**config.mk**
```make
export PLATFORM = sky130hd
export DESIGN_NAME = mux_nxw_pipe
export DESIGN_NICKNAME = d
export VERILOG_FILES = /design/src/rtl/mux_nxw_pipe.sv
export SDC_FILE = /design/constraint.sdc
export NUM_CORES = 1
export LEC_CHECK = 0
export BUFFER_PORTS_ARGS = -buffer_cell sky130_fd_sc_hd__buf_2
export CAP_MARGIN = 20
export CORE_UTILIZATION = 51
export DETAILED_ROUTE_END_ITERATION = 10
export PLACE_DENSITY = 0.86
export SYNTH_ARGS = -nofsm -noshare
export SYNTH_HDL_FRONTEND = slang
export SYNTH_SLANG_ARGS = --single-unit
```
**constraint.sdc**
```tcl
create_clock -name clk_in -period 6.1 [get_ports clk_in]
set_input_delay 0.915 -clock clk_in [delete_from_list [all_inputs] [get_ports clk_in]]
set_output_delay 0.915 -clock clk_in [all_outputs]
set_load 0.03 [all_outputs]
```
**src/rtl/mux_nxw_pipe.sv**
```systemverilog
// N-channel, W-bit pipelined multiplexer with valid/ready handshake.
// A two-entry skid buffer keeps full throughput while ready_out stays registered in occupancy.
module mux_nxw_pipe #(
   parameter int WIDTH    = 16,
   parameter int CHANNELS = 4,
   localparam int SEL_W   = $clog2(CHANNELS)
) (
   input  logic                      clk_in,
   input  logic                      rst_in,
   input  logic [CHANNELS*WIDTH-1:0] data_in,
   input  logic [CHANNELS-1:0]       valid_in,
   output logic [CHANNELS-1:0]       ready_out,
   input  logic [SEL_W-1:0]          sel_in,
   output logic [WIDTH-1:0]          y_out,
   output logic                      valid_out,
   input  logic                      ready_in,
   output logic [1:0]                occ_out,
   output logic                      sel_err_out
);

   typedef enum logic [1:0] {
      EMPTY = 2'd0,
      ONE   = 2'd1,
      TWO   = 2'd2
   } occState_t;

   occState_t        r_state;
   occState_t        w_nextState;
   logic [WIDTH-1:0] r_head;
   logic [WIDTH-1:0] r_skid;
   logic             r_selErr;

   logic [WIDTH-1:0] w_selData;
   logic             w_selValid;
   logic             w_selInRange;
   logic             w_full;
   logic             w_acc;
   logic             w_drn;

   // Only the selected slice is ever forwarded, so unselected data cannot reach state.
   always_comb begin
      w_selData    = '0;
      w_selValid   = 1'b0;
      w_selInRange = 1'b0;
      for (int i = 0; i < CHANNELS; i++) begin
         if (sel_in == SEL_W'(i)) begin
            w_selData    = data_in[i*WIDTH +: WIDTH];
            w_selValid   = valid_in[i];
            w_selInRange = 1'b1;
         end
      end
   end

   always_comb begin
      ready_out = '0;
      for (int i = 0; i < CHANNELS; i++) begin
         ready_out[i] = !rst_in && !w_full && (sel_in == SEL_W'(i));
      end
   end

   assign w_acc = w_selValid && w_selInRange && !w_full && !rst_in;
   assign w_drn = valid_out && ready_in;

   always_ff @(posedge clk_in or posedge rst_in) begin
      if (rst_in) begin
         r_state <= EMPTY;
      end else begin
         r_state <= w_nextState;
      end
   end

   always_comb begin
      w_nextState = r_state;
      case (r_state)
         EMPTY: begin
            if (w_acc) begin
               w_nextState = ONE;
            end
         end
         ONE: begin
            if (w_acc && !w_drn) begin
               w_nextState = TWO;
            end else if (!w_acc && w_drn) begin
               w_nextState = EMPTY;
            end
         end
         TWO: begin
            if (w_drn) begin
               w_nextState = ONE;
            end
         end
         default: begin
            w_nextState = EMPTY;
         end
      endcase
   end

   always_comb begin
      valid_out = (r_state != EMPTY);
      w_full    = (r_state == TWO);
      occ_out   = r_state;
   end

   // Head is the word on y_out; skid only fills when the head is stalled.
   always_ff @(posedge clk_in or posedge rst_in) begin
      if (rst_in) begin
         r_head <= '0;
         r_skid <= '0;
      end else begin
         case (r_state)
            EMPTY: begin
               if (w_acc) begin
                  r_head <= w_selData;
               end
            end
            ONE: begin
               if (w_acc && w_drn) begin
                  r_head <= w_selData;
               end else if (w_acc) begin
                  r_skid <= w_selData;
               end
            end
            TWO: begin
               if (w_drn) begin
                  r_head <= r_skid;
               end
            end
            default: begin
               r_head <= r_head;
            end
         endcase
      end
   end

   // Flags a producer driving valid while the select points past the last channel.
   always_ff @(posedge clk_in or posedge rst_in) begin
      if (rst_in) begin
         r_selErr <= 1'b0;
      end else begin
         r_selErr <= !w_selInRange && (|valid_in);
      end
   end

   assign y_out       = r_head;
   assign sel_err_out = r_selErr;

endmodule

```
==> impl_metrics.json <==
{
  "clk_pin_slew_ns": 0.07,
  "startpoint_type": "input port",
  "finalSetupViolCount": 0,
  "syn-num-nets": 302,
  "critical_path_arrival_ns": 3.49,
  "ant_nets": 0,
  "leakage_nw": 1.43,
  "drv_cap": 0,
  "powerDensity_nw_per_um2": 407,
  "cts_sinks": 35,
  "cts-root-buf": "clkbuf_8",
  "grt_max_degree": 41,
  "diodes": 0,
  "vias_per_cell": 5.32,
  "ios": 97,
  "hold_path_class": "flip-flop to flip-flop",
  "grt_pass1_vias": 1713,
  "htreeDepth": 2,
  "worstPathMaxFanout": 40,
  "die_area_um2": 4520,
  "slowest_stage": "buf_2",
  "cts_hold_buf": 0,
  "ys_types": 30,
  "grt_pass1_wl_um": 7710,
  "layout.nets": 390,
  "rows": 23,
  "final_area_um2": 2720,
  "core_um2": 4030,
  "place_congestion": 0.844,
  "slew_headroom": 0.320,
  "worstMarginPinSlew_ns": 1.02,
  "peakVddDrop_uv": 230,
  "drtIter0Drc": 148,
  "fin_crit_sh": 0.552,
  "fin_worst_skew_ns": 0.00500,
  "crit_chain": "buf_2 > or3_4 > o21ai_2 > o21ai_0 > ha_1 > nand3b_1 > nand2_1 > o21ai_0",
  "crit_path_frequent_cell": "o21ai_0",
  "layout_common_cells": "buf_2 (96), dfrtp_1 (35), nor2_1 (29), a21oi_1 (29), mux2_2 (22)",
  "dieHeight_um": 67.2,
  "fmax_mhz": 297,
  "syn_avg_cell_area_um2": 9.55,
  "post_cts_buffers": 0,
  "dp_hpwl_um": 3810,
  "yosysWarnings": 0,
  "io_buffers": 96,
  "crit_buf_inv": 1,
  "post-route-min-period_ns": 3.37,
  "syn_inst": 227,
  "cts_resized": 0,
  "synthArstFlopShare": 1.00,
  "outcome": "finished, final reports clean",
  "max_stage_delay_ns": 0.69,
  "ys_seq_area_frac": 0.404,
  "drc": 0,
  "drive_above_1_share": 0.451,
  "crit_path_end_kind": "flip-flop",
  "first_pass_iters": 4,
  "avgRoutedWirePerCell_um": 14.5,
  "drt-total-wl_um": 5300,
  "finalHoldViolations": 0,
  "crit_family": "simple AND/OR/NAND/NOR gates",
  "tns_ns": 0,
  "cts-buffers-inserted": 5,
  "area_growth_pct": 25.4,
  "gr-usage-all-layers": 0.238,
  "report.final.slew_viol_count": 0,
  "initial_core_util": 0.538,
  "clock_path_buffers": 2,
  "globalRoute.totalOverflow": 0,
  "die_x_um": 67.2,
  "whs_ns": 0.488,
  "placedInstanceArea_um2": 2620,
  "num_vias": 1943,
  "clock_latency_ns": 0.29,
  "synth_edf_count": 0,
  "cts_tree": "done",
  "synthFlopType": "dfrtp_1",
  "syn-cell-area_um2": 2170,
  "layout_commonest_cell": "buf_2",
  "critPathRequiredTime_ns": 6.23,
  "rsz0062_at_grt": "false",
  "antenna_found_initial": 0,
  "yosys_register_bits": 35,
  "crit_type": "input port to flip-flop",
  "power_w": 0.00111
}
==> cells in the mapped netlist (all sizes together), types with 2 or more instances <==
library cell | number | area share
dfrtp | 35 | 0.40
nand2 | 21 | 0.036
mux2 | 32 | 0.18
nor2b | 3 | 0.0087
nand2b | 2 | 0.0058
clkbuf | 8 | 0.014
ha | 2 | 0.012
nor2 | 29 | 0.050
nor4 | 2 | 0.0058
buf | 9 | 0.033
inv | 5 | 0.0087
a21oi | 29 | 0.067
mux2i | 16 | 0.074
o21ai | 23 | 0.057
==> sequential cells by signal (all words and copies together), names as in the netlist <==
signal / count
occ_out: 2
y_out: 16
sel_err_out: 1
r_skid: 16
==> per-layer routing <==
metal | part of all wire | up-vias | global-route usage
met3 | 0.060 | 9 | 0.0541
met4 | 0.019 | 0 | 0.109
met1 | 0.39 | 910 | 0.276
li1 | - | 956 | -
met5 | 0 | - | 0
met2 | 0.53 | 68 | 0.416
==> path summary, 6_finish.rpt <==
path	startpoint	endpoint	slack [ns]	depth (start not counted)
max in group asynchronous	rst_in	sel_err_out	5.02	3
min in group asynchronous	rst_in	y_out[9]	0.75	3
max	sel_in[0]	r_skid[1]	2.73	8
max reg2reg	occ_out[0]	r_skid[1]	3.39	7
min reg2reg	r_skid[10]	r_skid[10]	0.49	2
min	r_skid[10]	r_skid[10]	0.49	2
==> tightest hold or removal path: stages (launching register included) <==
cell and delay (ns):
dfrtp_1 0.34, nand2_1 0.05, o21ai_0 0.06
==> stage by stage <==
step	setup slack, ns	utilization	std cells
after floorplan	2.91	-	227
after global placement	2.60	0.650	357
after detailed placement	2.43	0.650	357
after CTS	2.63	0.671	364
after global routing	2.43	0.675	365
final	2.73	0.675	365
==> power breakdown <==
group	total [W]	switching, W	internal (W)	leakage (nW)
Combinational	0.000529	0.000304	0.000225	0.956
Sequential	0.000409	0.0000684	0.000341	0.429
Clock	0.000169	0.0000800	0.0000885	0.0470
==> kinds of logic after synthesis <==
kind of cell               synth area share
and+or+nand+nor                       0.128
AOI/OAI and AO/OA                     0.143
muxes                                 0.257
DFF                                   0.404
buffers and inverters                0.0554
adders and majority gates            0.0115
other                               0.00173
==> final cells by class <==
type,count,area [um^2]
multi-input cells,170,1170
inverters,5,18.8
repair buffers,98,503
clock buffers,6,82.6
well taps,50,62.6
fillers,339,1310
clock inverters,1,5.00
flip-flops and latches,35,876
No activity file was read; power rests on OpenSTA's default activity.
